File: src/rtl/rvfi_pkg.sv
// RVFI completion-packet layout shared by the core wrapper and the retire ROB.
// Fields sit at fixed bit offsets inside a flat PKT_W vector.
package rvfi_pkg;

    localparam int unsigned PKG_XLEN = 32;
    localparam int unsigned INSN_W   = 32;
    localparam int unsigned REG_W    = 5;
    localparam int unsigned MASK_W   = PKG_XLEN / 8;

    localparam int unsigned OFF_MEM_WMASK = 0;
    localparam int unsigned OFF_MEM_RMASK = OFF_MEM_WMASK + MASK_W;
    localparam int unsigned OFF_MEM_WDATA = OFF_MEM_RMASK + MASK_W;
    localparam int unsigned OFF_MEM_RDATA = OFF_MEM_WDATA + PKG_XLEN;
    localparam int unsigned OFF_MEM_ADDR  = OFF_MEM_RDATA + PKG_XLEN;
    localparam int unsigned OFF_RD_WDATA  = OFF_MEM_ADDR + PKG_XLEN;
    localparam int unsigned OFF_RS2_RDATA = OFF_RD_WDATA + PKG_XLEN;
    localparam int unsigned OFF_RS1_RDATA = OFF_RS2_RDATA + PKG_XLEN;
    localparam int unsigned OFF_RD_ADDR   = OFF_RS1_RDATA + PKG_XLEN;
    localparam int unsigned OFF_RS2_ADDR  = OFF_RD_ADDR + REG_W;
    localparam int unsigned OFF_RS1_ADDR  = OFF_RS2_ADDR + REG_W;
    localparam int unsigned OFF_POST_PC   = OFF_RS1_ADDR + REG_W;
    localparam int unsigned OFF_PC_RDATA  = OFF_POST_PC + PKG_XLEN;
    localparam int unsigned OFF_TRAP      = OFF_PC_RDATA + PKG_XLEN;
    localparam int unsigned OFF_INSN      = OFF_TRAP + 1;
    localparam int unsigned PKT_W         = OFF_INSN + INSN_W;

    typedef logic [PKT_W-1:0] rvfi_pkt_t;

    typedef struct packed {
        logic [INSN_W-1:0]   insn;
        logic                trap;
        logic [PKG_XLEN-1:0] pc_rdata;
        logic [PKG_XLEN-1:0] post_pc;
        logic [REG_W-1:0]    rs1_addr;
        logic [REG_W-1:0]    rs2_addr;
        logic [REG_W-1:0]    rd_addr;
        logic [PKG_XLEN-1:0] rs1_rdata;
        logic [PKG_XLEN-1:0] rs2_rdata;
        logic [PKG_XLEN-1:0] rd_wdata;
        logic [PKG_XLEN-1:0] mem_addr;
        logic [PKG_XLEN-1:0] mem_rdata;
        logic [PKG_XLEN-1:0] mem_wdata;
        logic [MASK_W-1:0]   mem_rmask;
        logic [MASK_W-1:0]   mem_wmask;
    } rvfi_rec_t;

    function automatic rvfi_pkt_t rvfi_pack(input rvfi_rec_t r);
        rvfi_pkt_t p;
        p = '0;
        p[OFF_INSN      +: INSN_W]   = r.insn;
        p[OFF_TRAP]                  = r.trap;
        p[OFF_PC_RDATA  +: PKG_XLEN] = r.pc_rdata;
        p[OFF_POST_PC   +: PKG_XLEN] = r.post_pc;
        p[OFF_RS1_ADDR  +: REG_W]    = r.rs1_addr;
        p[OFF_RS2_ADDR  +: REG_W]    = r.rs2_addr;
        p[OFF_RD_ADDR   +: REG_W]    = r.rd_addr;
        p[OFF_RS1_RDATA +: PKG_XLEN] = r.rs1_rdata;
        p[OFF_RS2_RDATA +: PKG_XLEN] = r.rs2_rdata;
        p[OFF_RD_WDATA  +: PKG_XLEN] = r.rd_wdata;
        p[OFF_MEM_ADDR  +: PKG_XLEN] = r.mem_addr;
        p[OFF_MEM_RDATA +: PKG_XLEN] = r.mem_rdata;
        p[OFF_MEM_WDATA +: PKG_XLEN] = r.mem_wdata;
        p[OFF_MEM_RMASK +: MASK_W]   = r.mem_rmask;
        p[OFF_MEM_WMASK +: MASK_W]   = r.mem_wmask;
        return p;
    endfunction

    function automatic rvfi_rec_t rvfi_unpack(input rvfi_pkt_t p);
        rvfi_rec_t r;
        r.insn      = p[OFF_INSN      +: INSN_W];
        r.trap      = p[OFF_TRAP];
        r.pc_rdata  = p[OFF_PC_RDATA  +: PKG_XLEN];
        r.post_pc   = p[OFF_POST_PC   +: PKG_XLEN];
        r.rs1_addr  = p[OFF_RS1_ADDR  +: REG_W];
        r.rs2_addr  = p[OFF_RS2_ADDR  +: REG_W];
        r.rd_addr   = p[OFF_RD_ADDR   +: REG_W];
        r.rs1_rdata = p[OFF_RS1_RDATA +: PKG_XLEN];
        r.rs2_rdata = p[OFF_RS2_RDATA +: PKG_XLEN];
        r.rd_wdata  = p[OFF_RD_WDATA  +: PKG_XLEN];
        r.mem_addr  = p[OFF_MEM_ADDR  +: PKG_XLEN];
        r.mem_rdata = p[OFF_MEM_RDATA +: PKG_XLEN];
        r.mem_wdata = p[OFF_MEM_WDATA +: PKG_XLEN];
        r.mem_rmask = p[OFF_MEM_RMASK +: MASK_W];
        r.mem_wmask = p[OFF_MEM_WMASK +: MASK_W];
        return r;
    endfunction

endpackage

File: src/rtl/rvfi_rob_mem.sv
// ROB packet storage: one write port for completions, one asynchronous read
// port that always presents the head entry.
module rvfi_rob_mem #(
    parameter  int unsigned DEPTH = 8,
    parameter  int unsigned W     = 8,
    localparam int unsigned AW    = $clog2(DEPTH)
) (
    input  logic          clk,
    input  logic          we_i,
    input  logic [AW-1:0] waddr_i,
    input  logic [W-1:0]  wdata_i,
    input  logic [AW-1:0] raddr_i,
    output logic [W-1:0]  rdata_o
);

    // Payload only; validity lives in the owner's done bits, so no reset here.
    logic [W-1:0] mem_q [DEPTH];

    always_ff @(posedge clk) begin
        if (we_i) mem_q[waddr_i] <= wdata_i;
    end

    assign rdata_o = mem_q[raddr_i];

endmodule

File: src/rtl/rvfi_retire_rob.sv
// RVFI retire reorder buffer: out-of-order completions in, one in-order RVFI
// channel out. Optional flush port enabled by defining RVFI_ROB_FLUSH_EN.
module rvfi_retire_rob
    import rvfi_pkg::*;
#(
    parameter  int unsigned XLEN    = PKG_XLEN,  // must equal rvfi_pkg::PKG_XLEN
    parameter  int unsigned DEPTH   = 8,
    parameter  int unsigned ORDER_W = 64,
    localparam int unsigned AW      = $clog2(DEPTH),
    localparam int unsigned MW      = XLEN / 8
) (
    input  logic               clk,
    input  logic               resetn,
    input  logic               alloc_valid,
    output logic               alloc_ready,
    output logic [AW-1:0]      alloc_tag,
    input  logic               cmp_valid,
    input  logic [AW-1:0]      cmp_tag,
    input  logic [PKT_W-1:0]   cmp_pkt,
`ifdef RVFI_ROB_FLUSH_EN
    input  logic               flush,
`endif
    output logic               err,
    output logic               rvfi_valid,
    output logic [ORDER_W-1:0] rvfi_order,
    output logic [31:0]        rvfi_insn,
    output logic               rvfi_trap,
    output logic [XLEN-1:0]    rvfi_pc_rdata,
    output logic [XLEN-1:0]    rvfi_post_pc,
    output logic [4:0]         rvfi_rs1_addr,
    output logic [4:0]         rvfi_rs2_addr,
    output logic [4:0]         rvfi_rd_addr,
    output logic [XLEN-1:0]    rvfi_rs1_rdata,
    output logic [XLEN-1:0]    rvfi_rs2_rdata,
    output logic [XLEN-1:0]    rvfi_rd_wdata,
    output logic [XLEN-1:0]    rvfi_mem_addr,
    output logic [XLEN-1:0]    rvfi_mem_rdata,
    output logic [XLEN-1:0]    rvfi_mem_wdata,
    output logic [MW-1:0]      rvfi_mem_rmask,
    output logic [MW-1:0]      rvfi_mem_wmask
);

    logic [AW:0]        head_q, head_d, tail_q, tail_d;
    logic [DEPTH-1:0]   done_q, done_d, alloc_q, alloc_d;
    logic [ORDER_W-1:0] cnt_q, cnt_d, order_q, order_d;
    logic               err_q, err_d, valid_q, valid_d;
    rvfi_rec_t          out_q, out_d;

    logic [AW-1:0] head_idx, tail_idx;
    logic          full, flush_w, alloc_ok, do_alloc, cmp_legal, do_cmp, do_retire;
    rvfi_pkt_t     head_pkt;

`ifdef RVFI_ROB_FLUSH_EN
    assign flush_w = flush;
`else
    assign flush_w = 1'b0;
`endif

    assign head_idx    = head_q[AW-1:0];
    assign tail_idx    = tail_q[AW-1:0];
    assign full        = (head_q[AW] != tail_q[AW]) && (head_idx == tail_idx);
    assign alloc_ready = !full;
    assign alloc_tag   = tail_idx;

    // Legality looks at the same-cycle allocation so a core may complete an
    // instruction in the very cycle it is allocated.
    assign alloc_ok  = alloc_valid && !full;
    assign do_alloc  = alloc_ok && !flush_w;
    assign cmp_legal = (alloc_q[cmp_tag] || (alloc_ok && (cmp_tag == tail_idx)))
                       && !done_q[cmp_tag];
    assign do_cmp    = cmp_valid && cmp_legal && !flush_w;
    assign do_retire = done_q[head_idx] && !flush_w;

    rvfi_rob_mem #(
        .DEPTH (DEPTH),
        .W     (PKT_W)
    ) u_mem (
        .clk     (clk),
        .we_i    (do_cmp),
        .waddr_i (cmp_tag),
        .wdata_i (cmp_pkt),
        .raddr_i (head_idx),
        .rdata_o (head_pkt)
    );

    always_comb begin
        head_d  = head_q;
        tail_d  = tail_q;
        done_d  = done_q;
        alloc_d = alloc_q;
        cnt_d   = cnt_q;
        order_d = order_q;
        out_d   = out_q;
        valid_d = 1'b0;
        err_d   = err_q | (cmp_valid && !cmp_legal);
        if (flush_w) begin
            tail_d  = head_q;
            done_d  = '0;
            alloc_d = '0;
        end else begin
            if (do_retire) begin
                done_d[head_idx]  = 1'b0;
                alloc_d[head_idx] = 1'b0;
                head_d  = head_q + 1'b1;
                order_d = cnt_q;
                cnt_d   = cnt_q + 1'b1;
                out_d   = rvfi_unpack(head_pkt);
                valid_d = 1'b1;
            end
            if (do_alloc) begin
                alloc_d[tail_idx] = 1'b1;
                done_d[tail_idx]  = 1'b0;
                tail_d = tail_q + 1'b1;
            end
            if (do_cmp) done_d[cmp_tag] = 1'b1;
        end
    end

    always_ff @(posedge clk or negedge resetn) begin
        if (!resetn) begin
            head_q  <= '0;
            tail_q  <= '0;
            done_q  <= '0;
            alloc_q <= '0;
            cnt_q   <= '0;
            order_q <= '0;
            err_q   <= 1'b0;
            valid_q <= 1'b0;
            out_q   <= '0;
        end else begin
            head_q  <= head_d;
            tail_q  <= tail_d;
            done_q  <= done_d;
            alloc_q <= alloc_d;
            cnt_q   <= cnt_d;
            order_q <= order_d;
            err_q   <= err_d;
            valid_q <= valid_d;
            out_q   <= out_d;
        end
    end

    assign err            = err_q;
    assign rvfi_valid     = valid_q;
    assign rvfi_order     = order_q;
    assign rvfi_insn      = out_q.insn;
    assign rvfi_trap      = out_q.trap;
    assign rvfi_pc_rdata  = out_q.pc_rdata;
    assign rvfi_post_pc   = out_q.post_pc;
    assign rvfi_rs1_addr  = out_q.rs1_addr;
    assign rvfi_rs2_addr  = out_q.rs2_addr;
    assign rvfi_rd_addr   = out_q.rd_addr;
    assign rvfi_rs1_rdata = out_q.rs1_rdata;
    assign rvfi_rs2_rdata = out_q.rs2_rdata;
    assign rvfi_rd_wdata  = out_q.rd_wdata;
    assign rvfi_mem_addr  = out_q.mem_addr;
    assign rvfi_mem_rdata = out_q.mem_rdata;
    assign rvfi_mem_wdata = out_q.mem_wdata;
    assign rvfi_mem_rmask = out_q.mem_rmask;
    assign rvfi_mem_wmask = out_q.mem_wmask;

endmodule

File: config.mk
export PLATFORM = sky130hd
export DESIGN_NAME = rvfi_retire_rob
export DESIGN_NICKNAME = d
export VERILOG_FILES = /design/src/rtl/rvfi_pkg.sv /design/src/rtl/rvfi_rob_mem.sv /design/src/rtl/rvfi_retire_rob.sv
export SDC_FILE = /design/constraint.sdc
export NUM_CORES = 2
export LEC_CHECK = 0
export CAP_MARGIN = 15
export CORE_UTILIZATION = 41
export CTS_CLUSTER_DIAMETER = 30
export CTS_CLUSTER_SIZE = 12
export DETAILED_ROUTE_END_ITERATION = 8
export DONT_BUFFER_PORTS = 1
export GPL_ROUTABILITY_DRIVEN = 1
export PLACE_DENSITY_LB_ADDON = 0.15
export SYNTH_ARGS = -nofsm -noshare
export SYNTH_HDL_FRONTEND = slang
export SYNTH_HIERARCHICAL = 1
export SYNTH_SLANG_ARGS = --single-unit
File: constraint.sdc
create_clock -name clk -period 30.3 [get_ports clk]
set_input_delay 3.03 -clock clk [delete_from_list [all_inputs] [get_ports clk]]
set_output_delay 3.03 -clock clk [all_outputs]
set_load 0.05 [all_outputs]
# After elaboration in Yosys (flattened, before gate mapping)
# Memories as Yosys holds them, arrays and structs flattened. A register that Yosys moved wholly into a read port is not among the register bits.
# Cells that the tools add are included.
[classes]
n_bitwise = 8
shift = 0
muxes = 20
mul = 0
div = 0
order_cmp = 6
n_addsub = 3
eq_ne = 3
reduce_logical = 14
[ops]
columns = ["cell", "n"]
rows = [
  ["$add A64 B1 Y64 const B", 1],
  ["$mux W8", 5],
  ["$and A8 B8 Y8", 3],
  ["$not A8 Y8", 2],
  ["$or A8 B8 Y8", 2],
  ["$lt A3 B4 Y1 const B", 3],
  ["$bmux W1 S3", 3],
  ["$demux W1 S3", 3],
  ["$ge A3 B1 Y1 const B", 3],
  ["$logic_and A1 B1 Y1", 9],
  ["$mux W1", 9],
  ["$add A4 B1 Y4 const B", 2],
  ["$eq A3 B3 Y1", 2],
  ["$logic_not A1 Y1", 4],
  ["$logic_or A1 B1 Y1", 1],
  ["$ne A1 B1 Y1", 1],
  ["$or A1 B1 Y1", 1],
]
[totals]
mem_bits_rw = 2496
ff_bits = 154
wordCells = 63
mem_bits_ro = 0
mem_count = 1
inputBits = 319
out_inout_bits = 382
latch_bits = 0
[memory_table]
columns = ["name", "words", "width", "read_ports", "rd_clocked_by_memory_dff", "wr", "line", "source"]
rows = [
  ["u_mem.mem_q", 8, 312, 1, 1, 1, "rvfi_rob_mem.sv:17", "logic [W-1:0] mem_q [DEPTH];"],
]

# Depth between registers and ports, before layout
[depth]
depth_word = 11
depth_mapped = 10
ltp_nobuf = 6

# Modules after synthesis
# The synthesis kept the hierarchy.
[by_module_without_submodules]
columns = ["module", "seq_area_each_um2", "area_each_um2", "cells_each", "n_inst"]
rows = [
  ["rvfi_rob_mem", 74951.9, 93581.0, 3619, 1],
  ["rvfi_retire_rob", 11661.2, 18590.3, 2010, 1],
]

# Worst setup path before layout
# Ideal clock, no wire load.
[synth_path]
kind = "in2reg"
from = "input cmp_tag[0]"
to = "memory u_mem/mem_q[0][0] (netlist bit) (enable)"
stages = 6
setup_slack_ns = 3.630
t_arrival_ns = 25.297
t_required_ns = 28.927
setup_time_ns = 1.373
n_path_buf = 1
path_cell_list = "clkbuf_1 -> mux4_2 -> mux2i_1 -> and3_1 -> nand2b_1 -> nor3_1"
[synth_between]
elab_chain_len = 7
elab_cells_between_ends = 12
classes_between = "eq/ne (1); mux (6); reduce/logical (5)"
[synth_lines]
columns = ["item", "line", "source"]
rows = [
  ["start, declared", "rvfi_retire_rob.sv:18", "input logic [AW-1:0] cmp_tag,"],
  ["$bmux W1 S3, or another cell as far along", "rvfi_retire_rob.sv:69", "assign cmp_legal = (alloc_q[cmp_tag] || (alloc_ok && (cmp_tag == tail_idx)))"],
  ["$mux W1 (implied by the code), or another cell as far along", "rvfi_retire_rob.sv:69", ""],
  ["$logic_or A1 B1 Y1 or $logic_not A1 Y1 (tied branches)", "rvfi_retire_rob.sv:69, rvfi_retire_rob.sv:70", ""],
  ["$logic_and A1 B1 Y1 *", "rvfi_retire_rob.sv:70", "&& !done_q[cmp_tag];"],
  ["$logic_and A1 B1 Y1 *", "rvfi_retire_rob.sv:71", "assign do_cmp = cmp_valid && cmp_legal && !flush_w;"],
  ["via do_cmp", "rvfi_retire_rob.sv:50", "logic full, flush_w, alloc_ok, do_alloc, cmp_legal, do_cmp, do_retire;"],
  ["$mux W1 *", "rvfi_rob_mem.sv:20", "if (we_i) mem_q[waddr_i] <= wdata_i;"],
  ["$mux W1 (implied by the code) *", "rvfi_rob_mem.sv:20", ""],
  ["end, declared", "rvfi_rob_mem.sv:17", ""],
]
# Mark *: on every way through the listed nets, which the timed path passes. The rest lies on a longest branch. The select of a mux whose other input is x is not followed.

# Worst setup path after layout
[layout_path]
from = "input alloc_valid"
to = "memory u_mem/mem_q[5][6] (netlist bit) (enable)"
[layout_between]
elab_chain_len = 7
[layout_lines]
columns = ["item", "line", "source"]
rows = [
  ["start, declared", "rvfi_retire_rob.sv:14", "input logic alloc_valid,"],
  ["$logic_and A1 B1 Y1", "rvfi_retire_rob.sv:67", "assign alloc_ok = alloc_valid && !full;"],
  ["$logic_and A1 B1 Y1", "rvfi_retire_rob.sv:69", ""],
  ["$logic_or A1 B1 Y1", "rvfi_retire_rob.sv:69", ""],
  ["$logic_and A1 B1 Y1", "rvfi_retire_rob.sv:70", ""],
  ["$logic_and A1 B1 Y1", "rvfi_retire_rob.sv:71", ""],
  ["via do_cmp", "rvfi_retire_rob.sv:50", ""],
  ["$mux W1", "rvfi_rob_mem.sv:20", ""],
  ["$mux W1 (implied by the code)", "rvfi_rob_mem.sv:20", ""],
]
# The timed path passes the listed nets, and every way through them passes these cells.

==> reports/metrics.yaml <==
fill_cells: 21944
viasPerCell: 5.28
outcome: "finished clean"
rows: 191
crit_start: "alloc_valid"
io_buffer_count: 0
post_dp_cell_area_um2: 116000
htree_levels: 6
synth_area_per_cell_um2: 19.9
worstPathRequired_ps: 30880
async_flop_share_pct: 15.7
wirelength_mm: 267
gp_congestion: 0.766
detail_route.wl_per_cell_um: 26.4
final_hold_viol_count: 0
antenna_found_initial: 5
finalCriticalPeriod_ps: 7360
num-nets-final: 6345
p_leak_nw: 47.9
endpoint: "u_mem/mem_q[5][6]"
crit_arrival_ps: 7940
rr_startpoint: "tail_q[0]"
top_register: "u_mem/mem_q"
grt_pass1_wl_mm: 394
busiest_layer: "met2"
clkLatencyLatePin_ps: 1010
timing.final.ws_setup_ps: 22940
dpl.hpwl_mm: 146
cts_buffers: 589
syn_inst: 5629
r2r_cells: 10
root_buffer: "clkbuf_16"
synth_edf_count: 2496
largest_reg_flops: 2496
die-height_um: 525
tns_ps: 0
initialDrtViolationCount: 3215
synth_cell_types: 46
dieArea_um2: 276000
rsz0062_at_grt: "no"
core_um2: 271000
vias: 53319
cts_tree: "built"
ir_drop_mv: 0.0913
fmax_mhz: 136
grtUsageTotal_pct: 19.3
yosys_warnings: 6
slew_headroom_pct: 10.1
regToRegEndpoint: "u_mem/mem_q[5][6]"
synthToLayoutAreaGrowth_pct: 21.7
finalMaxSlewViolations: 0
min_path_type: "flop to flop"
ys_ff_latch: 2962
multi_input_area_um2: 24100
grtUsageMet3_pct: 7.26
worstSetupEndpointType: "flop"
die-width_um: 525
netlist_area_um2: 112000
grt.overflow.total: 0
path_clk_slew_ps: 40
setup-violations-final: 0
drtPass1Iterations: 5
synth_nets: 5951
crit_fanout: 49
clock_sinks: 2962
drive_gt1_share_pct: 30.7
clockBufferDepth: 4
tightest_slew_ps: 1350
detail-route-antenna-nets: 0
final-seq-area_um2: 86600
start_util_pct: 41.3
cap_violations: 0
post-route-period-util_pct: 24.3
use_met2_pct: 30.6
crit_path_start_kind: "primary input"
grt_use_met1_pct: 24.7
ys.flop_type: "edfxtp_1"
postCtsSetupBuffers: 0
yosysSeqAreaShare_pct: 77.2
grt_pass1_vias: 57945
worstSetupPathType: "primary input to flop"
drcViolationCount: 0
r2r_slack_ps: 23860
post_cts_resized: 0
ioPinCount: 701
grt_max_degree: 467
skew_ps: 52.9
cellPowerDensity_nw_per_um2: 113
cts_hold_buf: 0
dp_slack_ps: 21830
final_area_um2: 137000
## per-layer routing
metal	vias to the layer above	wire [um]
met4	0	6240
li1	22977	-
met1	28455	111000
met5	-	0
met2	1489	126000
met3	398	23100
## cell usage after synthesis (3+ instances only)
master / instances / area share, %
edfxtp_1: 2496 / 67
nand2_1: 1163 / 3.9
mux4_2: 629 / 13
dfrtp_1: 466 / 10
mux2_2: 314 / 3.2
clkbuf_1: 134 / 0.45
buf_2: 75 / 0.33
buf_6: 44 / 0.44
nor2_1: 43 / 0.14
xnor2_1: 40 / 0.31
xor2_1: 35 / 0.27
nand3_1: 32 / 0.14
buf_1: 19 / 0.064
nand4_1: 19 / 0.11
inv_1: 14 / 0.047
and3_1: 12 / 0.067
o21ai_0: 11 / 0.049
nor3_1: 10 / 0.045
nor3_2: 9 / 0.080
buf_4: 6 / 0.040
mux2i_1: 5 / 0.045
and4_1: 4 / 0.031
nor4_2: 4 / 0.045
nor4_4: 4 / 0.076
a21o_1: 3 / 0.020
a32o_1: 3 / 0.027
ha_1: 3 / 0.033
nand2b_1: 3 / 0.017
nand3_2: 3 / 0.027
nor2b_1: 3 / 0.017
nor4_1: 3 / 0.017
o31ai_1: 3 / 0.020
o32ai_1: 3 / 0.023
## worst min-delay path by stage
stage | start | end | cells after the start
after CTS | alloc_q[3] | alloc_q[3] | 2
after global routing | cnt_q[63] | cnt_q[63] | 1
after global placement | cnt_q[63] | cnt_q[63] | 1
after floorplan | alloc_q[2] | alloc_q[2] | 2
final | cnt_q[63] | cnt_q[63] | 1
after detailed placement | cnt_q[63] | cnt_q[63] | 1
## power breakdown
group          internal (mW)  total [mW]  leakage, nW  switching [mW]
clock network           4.31        6.51         9.89            2.20
registers               4.83        5.88         28.5            1.05
logic                   1.28        2.99         9.53            1.71
## placed cells by master (no fill, tap or decap), types with 5 or more instances in the layout
cell           n
xor2_1        35
edfxtp_1    2496
buf_4         67
mux2_2       314
o21ai_0       11
bufinv_16     69
clkinv_2     103
inv_1         14
nor3_2        11
mux2i_1        5
nand3_1       32
nor2_4         6
nor2_1        37
nand2_1     1163
clkinv_8      10
clkinv_4      29
clkinvlp_4    43
clkinv_16     29
nor3_1         8
clkbuf_16    598
mux4_2       628
inv_6         22
and3_1        12
buf_12        14
clkbuf_1      84
inv_16        13
clkbuf_8      24
xnor2_1       40
dfrtp_1      463
nand4_1       19
clkinv_1      66
## area by class of cell
type                    count  share of cell area (%)
repair buffers             81                   0.574
clock inverters           387                    3.60
clock buffers             706                    11.4
diodes                      3                 0.00550
well taps                3570                    3.27
flip-flops and latches   2962                    63.4
multi-input cells        2374                    17.6
inverters                  15                  0.0531
## metrics by stage
step / std cells / power [mW] / util, % / hold WS (ps)
floorplan: 5629 / 8.19 / - / 441
global placement: 9002 / 9.01 / 42.7 / 464
detailed placement: 9002 / 9.03 / 42.7 / 464
CTS: 10095 / 15.6 / 50.3 / 485
global route: 10096 / 16.0 / 50.3 / 504
finish: 10098 / 15.4 / 50.3 / 484
## worst max-delay path, stage by stage
cell and delay [ps]:
inv_1 50, a41oi_2 420, a41o_1 310, and3_1 220, nand2_1 220, nor2_4 740
buf_4 690, buf_4 620, buf_4 650, buf_4 790
## cell families (layout without fill, tap and decap cells)
logic type / after synthesis / after routing / share of synthesized area (%)
flip-flops: 2962 / 2962 / 77.2
AND/OR/NAND/NOR: 1318 / 1318 / 4.76
multiplexers: 948 / 948 / 15.8
buffers and inverters: 293 / 1189 / 1.38
XOR/XNOR: 75 / 75 / 0.586
AO/OA/AOI/OAI: 30 / 30 / 0.203
adder cells (fa/ha/maj): 3 / 3 / 0.0335
other: 0 / 3 / 0
Note: power is estimated with default switching activity, not from simulation.
